File: config.mk
export PLATFORM = sky130hd
export DESIGN_NAME = rds_block_encoder
export DESIGN_NICKNAME = d
export VERILOG_FILES = /design/src/rtl/rds_pkg.sv /design/src/rtl/rds_crc10.sv /design/src/rtl/rds_block_encoder.sv
export SDC_FILE = /design/constraint.sdc
export NUM_CORES = 1
export LEC_CHECK = 0
export ABC_AREA = 1
export CAP_MARGIN = 20
export CORE_UTILIZATION = 55
export DETAILED_ROUTE_END_ITERATION = 6
export MAX_ROUTING_LAYER = met4
export PLACE_DENSITY = 0.78
export SYNTH_ARGS = -nofsm -noshare
export SYNTH_HDL_FRONTEND = slang
export SYNTH_SLANG_ARGS = --single-unit
File: constraint.sdc
create_clock -name clk -period 4.5 [get_ports clk]
set_input_delay 0.45 -clock clk [delete_from_list [all_inputs] [get_ports clk]]
set_output_delay 0.45 -clock clk [all_outputs]
set_load 0.01 [all_outputs]
File: src/rtl/rds_pkg.sv
// Shared RDS constants: CRC generator, offset words, offset-tag and FSM encodings.
package rds_pkg;

  localparam logic [10:0] CRC_POLY    = 11'h5B9;
  localparam int          GROUP_BYTES = 13;

  localparam logic [9:0] OFS_A  = 10'h0FC;
  localparam logic [9:0] OFS_B  = 10'h198;
  localparam logic [9:0] OFS_C  = 10'h168;
  localparam logic [9:0] OFS_CP = 10'h350;
  localparam logic [9:0] OFS_D  = 10'h1B4;

  typedef enum logic [2:0] {
    TAG_A  = 3'd0,
    TAG_B  = 3'd1,
    TAG_C  = 3'd2,
    TAG_CP = 3'd3,
    TAG_D  = 3'd4
  } ofs_tag_e;

  typedef enum logic [1:0] {
    ST_IDLE = 2'd0,
    ST_CRC  = 2'd1,
    ST_EMIT = 2'd2
  } state_e;

  // Tags 5..7 fall through to D.
  function automatic logic [9:0] offset_word(input logic [2:0] tag);
    case (tag)
      TAG_A:   return OFS_A;
      TAG_B:   return OFS_B;
      TAG_C:   return OFS_C;
      TAG_CP:  return OFS_CP;
      default: return OFS_D;
    endcase
  endfunction

endpackage

File: src/rtl/rds_crc10.sv
// Serial MSB-first LFSR divider; rem holds data*x^10 mod g(x) after 16 shifts.
module rds_crc10
  import rds_pkg::*;
(
  input  logic       clk,
  input  logic       rst_n,
  input  logic       clr,
  input  logic       en,
  input  logic       din,
  output logic [9:0] rem
);

  logic fb;
  assign fb = din ^ rem[9];

  always_ff @(posedge clk or negedge rst_n) begin
    if (!rst_n)   rem <= '0;
    else if (clr) rem <= '0;
    else if (en)  rem <= {rem[8:0], 1'b0} ^ ({10{fb}} & CRC_POLY[9:0]);
  end

endmodule

File: src/rtl/rds_block_encoder.sv
// Turns tagged 16-bit RDS info words into 26-bit blocks and streams them as
// MSB-first bytes into the circular message RAM.
module rds_block_encoder
  import rds_pkg::*;
#(
  parameter int C_MSG_LEN = 260
) (
  input  logic        clk,
  input  logic        rst_n,
  input  logic        restart,
  input  logic        word_valid,
  output logic        word_ready,
  input  logic [15:0] word_data,
  input  logic [2:0]  word_offset,
  output logic        wr_en,
  output logic [8:0]  wr_addr,
  output logic [7:0]  wr_data,
  output logic        group_done
);

  state_e      state, state_nxt;
  logic [4:0]  cnt, cnt_nxt;
  logic [15:0] data_q;
  logic [2:0]  ofs_q;
  logic [7:0]  byte_sh;
  logic [2:0]  bit_cnt;
  logic [8:0]  addr_q;
  logic [3:0]  grp_q;
  logic        take, crc_clr, crc_en, emit;
  logic [9:0]  rem;
  logic [25:0] block;
  logic        bit_out;
  logic [7:0]  byte_nxt;

  rds_crc10 u_crc (
    .clk   (clk),
    .rst_n (rst_n),
    .clr   (crc_clr),
    .en    (crc_en),
    .din   (data_q[~cnt[3:0]]),
    .rem   (rem)
  );

  // rem is stable throughout EMIT, so the checkword is formed combinationally.
  assign block    = {data_q, rem ^ offset_word(ofs_q)};
  assign bit_out  = block[5'd25 - cnt];
  assign byte_nxt = {byte_sh[6:0], bit_out};

  always_comb begin
    state_nxt = state;
    cnt_nxt   = cnt;
    take      = 1'b0;
    crc_clr   = 1'b0;
    crc_en    = 1'b0;
    emit      = 1'b0;
    case (state)
      ST_IDLE: if (word_valid && word_ready) begin
        take      = 1'b1;
        crc_clr   = 1'b1;
        state_nxt = ST_CRC;
        cnt_nxt   = '0;
      end
      ST_CRC: begin
        crc_en  = 1'b1;
        cnt_nxt = cnt + 5'd1;
        if (cnt == 5'd15) begin
          state_nxt = ST_EMIT;
          cnt_nxt   = '0;
        end
      end
      ST_EMIT: begin
        emit    = 1'b1;
        cnt_nxt = cnt + 5'd1;
        if (cnt == 5'd25) begin
          state_nxt = ST_IDLE;
          cnt_nxt   = '0;
        end
      end
      default: begin
        state_nxt = ST_IDLE;
        cnt_nxt   = '0;
      end
    endcase
    if (restart) begin
      state_nxt = ST_IDLE;
      cnt_nxt   = '0;
      take      = 1'b0;
      crc_clr   = 1'b0;
      crc_en    = 1'b0;
      emit      = 1'b0;
    end
  end

  always_ff @(posedge clk or negedge rst_n) begin
    if (!rst_n) begin
      state      <= ST_IDLE;
      cnt        <= '0;
      data_q     <= '0;
      ofs_q      <= '0;
      byte_sh    <= '0;
      bit_cnt    <= '0;
      addr_q     <= '0;
      grp_q      <= '0;
      word_ready <= 1'b1;
      wr_en      <= 1'b0;
      wr_addr    <= '0;
      wr_data    <= '0;
      group_done <= 1'b0;
    end else begin
      state      <= state_nxt;
      cnt        <= cnt_nxt;
      word_ready <= (state_nxt == ST_IDLE);
      wr_en      <= 1'b0;
      group_done <= 1'b0;
      if (take) begin
        data_q <= word_data;
        ofs_q  <= word_offset;
      end
      if (restart) begin
        bit_cnt <= '0;
        addr_q  <= '0;
        grp_q   <= '0;
      end else if (emit) begin
        byte_sh <= byte_nxt;
        bit_cnt <= bit_cnt + 3'd1;
        // Bit count carries across blocks, so a byte may straddle two words.
        if (bit_cnt == 3'd7) begin
          wr_en      <= 1'b1;
          wr_data    <= byte_nxt;
          wr_addr    <= addr_q;
          group_done <= (grp_q == 4'(GROUP_BYTES - 1));
          grp_q      <= (grp_q == 4'(GROUP_BYTES - 1)) ? 4'd0 : grp_q + 4'd1;
          addr_q     <= (addr_q == 9'(C_MSG_LEN - 1)) ? 9'd0 : addr_q + 9'd1;
        end
      end
    end
  end

endmodule

==> flow_metrics.py <==
metrics = {
    "sta": {
        "hold_viol": 0,
        "period_share": 0.511,
        "setup_viol": 0,
        "fin_crit_ns": 2.30,
        "holdWs_ns": 0.430,
        "tns_ns": 0,
        "slew_headroom": 0.414,
        "tightest_slew_ns": 0.878,
        "finalClockSkew_ns": 0.00874,
        "rsz0062_at_grt": "false",
        "maxSlewViolCount": 0,
        "fmax_mhz": 435,
    },
    "layout": {
        "area.growth.synth_to_final_pct": 18.9,
        "final_common_cell": "nand2_1",
        "drive_gt1_frac": 0.106,
        "final_cell_mix": "136 x nand2_1, 78 x dfrtp_1, 49 x inv_1",
        "num-fill-cells": 573,
        "post-route-cell-area_sq_um": 4800,
        "num_antenna_cells": 0,
        "nets": 562,
    },
    "worst_setup_path": {
        "worstPathArrival_ns": 2.56,
        "reg2reg_depth": 11,
        "worstSetupStartpoint": "cnt[0]",
        "critPathMaxFanout": 21,
        "r2r-start": "cnt[0]",
        "r2r_slack_ns": 2.20,
        "path_class": "reg2reg",
        "worstSetupEndpoint": "u_crc.rem[8]",
        "endpoint_kind": "flop",
        "cp.required_ns": 4.76,
        "critPathLaunchType": "flop",
        "r2r-end": "u_crc.rem[8]",
    },
    "logic_synthesis": {
        "yosys-top-cells-area": "dfrtp_1 48%, nand2_1 13%, o21ai_0 5.7%",
        "yosys_warnings": 0,
        "yosysTopAreaCell": "dfrtp_1",
        "syn_nets": 517,
        "yosysSeqAreaShare": 0.490,
        "synth_cell_types": 37,
        "avgSynthCellArea_sq_um": 8.41,
        "yosysTopAreaCellShare": 0.483,
        "syn_inst": 480,
        "syn-cell-area_sq_um": 4040,
        "ys_seq_elements": 79,
    },
    "die": {
        "die_area_sq_um": 7690,
        "core_region_area_sq_um": 6940,
        "rows": 30,
        "die_w_microns": 87.7,
        "pin_count": 43,
        "start_util": 0.582,
        "die-height_microns": 87.7,
    },
    "drt": {
        "drt-vias-per-instance": 5.19,
        "routed_wl_mm": 8.34,
        "drc": 0,
        "drt_iter0_markers": 206,
        "vias": 3246,
        "ant_nets": 0,
        "wl_per_cell_microns": 13.3,
        "drt-pass1-iter-count": 4,
    },
    "worst_hold_path": {
        "hold_class": "in2async",
    },
    "power": {
        "ir_drop_v": 0.000216,
        "p_leak_nw": 2.21,
        "pwr_density_cell_nw_per_um2": 392,
        "power.total_mw": 1.88,
    },
    "status": {
        "status": "finished, final reports clean",
    },
    "cts": {
        "cts-root-buf": "clkbuf_8",
        "cts_made_buffers": 9,
        "cts_buffer_depth": 2,
        "ctsResizeCount": 0,
        "htree_levels": 3,
        "post_cts_buffers": 0,
        "path_clk_slew_ns": 0.08,
        "clock_latency_ns": 0.36,
        "cts_sinks": 79,
        "cts_tree": "done",
    },
    "placement": {
        "place_congestion": 0.892,
        "place_area_sq_um": 4510,
        "port_buffers": 42,
        "dpl.hpwl_mm": 5.90,
    },
    "global_routing": {
        "overflow": 0,
        "grt_pass1_vias": 3043,
        "grt_max_degree": 80,
        "antenna_found_initial": 0,
        "grt_pass1_wl_mm": 14.1,
        "grt_usage": 0.250,
    },
    "run": {
        "max_cap_viol_count": 0,
    },
}
## metal layers
metal / vias up / share of wire / global-route usage
li1: 1663 / - / -
met1: 1517 / 0.48 / 0.333
met2: 53 / 0.48 / 0.374
met3: 13 / 0.031 / 0.0641
met4: 0 / 0.016 / 0.0864
met5: - / 0 / -
## cells by family (layout without fill, tap and decap cells)
group                    after synthesis  after routing  synth area share
AO/OA/AOI/OAI                         81             81             0.118
AND/OR/NAND/NOR                      225            225             0.252
multiplexers                           1              1           0.00248
flip-flops                            79             79             0.490
buffers and inverters                 71            121            0.0750
adder cells (fa/ha/maj)               14             14            0.0434
XOR/XNOR                               9              9            0.0195
## per-stage QoR
stage | instances | utilization | setup slack, ns
3_5_place_dp | 608 | 0.650 | 2.04
4_1_cts | 624 | 0.686 | 2.21
3_3_place_gp | 608 | 0.650 | 2.09
5_1_grt | 626 | 0.692 | 2.00
2_1_floorplan | 480 | - | 2.93
6_report | 626 | 0.692 | 2.20
## worst max-delay path, stage by stage (launching register included)
cell     delay (ns)
dfrtp_1        0.81
inv_1          0.42
nand2_1        0.14
nand3_1        0.11
nand3_1        0.12
nand3_2        0.14
nand2_2        0.11
nand2_4        0.08
nand2_4        0.09
nand2_1        0.05
nand3_1        0.07
nand2_1        0.05
## state kept, by name, summed over array words and instances, names as in the netlist
register / count
addr_q: 9
bit_cnt: 3
byte_sh: 7
cnt: 5
data_q: 16
group_done: 1
grp_q: 4
ofs_q: 3
state: 2
u_crc.rem: 10
word_ready: 1
wr_addr: 9
wr_data: 8
wr_en: 1
## synthesized netlist by cell type (all sizes together)
library cell	instances
a31oi	3
o21ai	53
clkbuf	5
o22ai	10
xor2	6
o32ai	2
a22o	2
inv	59
a21oi	8
nand3b	2
buf	7
nand2	144
dfrtp	78
ha	14
xnor2	3
nand4	4
dfstp	1
mux2i	1
nor3	2
o21bai	1
nor2	23
nand3	50
o311ai	1
a311oi	1
## timing repair
| item | 4_1_cts | 5_1_grt |
|---|---|---|
| endpoints found under the hold margin | 0 | 4 |
| endpoints found under the setup margin | 0 | 0 |
| hold buffers | 0 | 1 |
## power by group
part | switching, mW | internal, mW | total, mW
logic | 0.226 | 0.142 | 0.368
clock network | 0.269 | 0.386 | 0.655
registers | 0.0666 | 0.795 | 0.862
total | 0.561 | 1.32 | 1.88
## cell type report
cell class | instances | area (sq um) | share of cell area
sequential | 79 | 1980 | 0.412
inverter | 59 | 224 | 0.0466
tap | 96 | 120 | 0.0250
timing repair buffer | 46 | 470 | 0.0979
clock inverter | 6 | 115 | 0.0240
clock buffer | 10 | 138 | 0.0287
multi-input combinational | 330 | 1760 | 0.366
## how the worst min path moves through the flow
stage	startpoint	to	slack (ns)	cells after the start
floorplan	rst_n	addr_q[0]	0.15	0
global placement	byte_sh[4]	byte_sh[5]	0.46	2
detailed placement	data_q[7]	data_q[7]	0.46	2
CTS	rst_n	u_crc.rem[8]	0.28	1
global route	rst_n	u_crc.rem[5]	0.43	2
finish	rst_n	u_crc.rem[8]	0.43	2
Note: power is estimated with default switching activity, not from simulation.
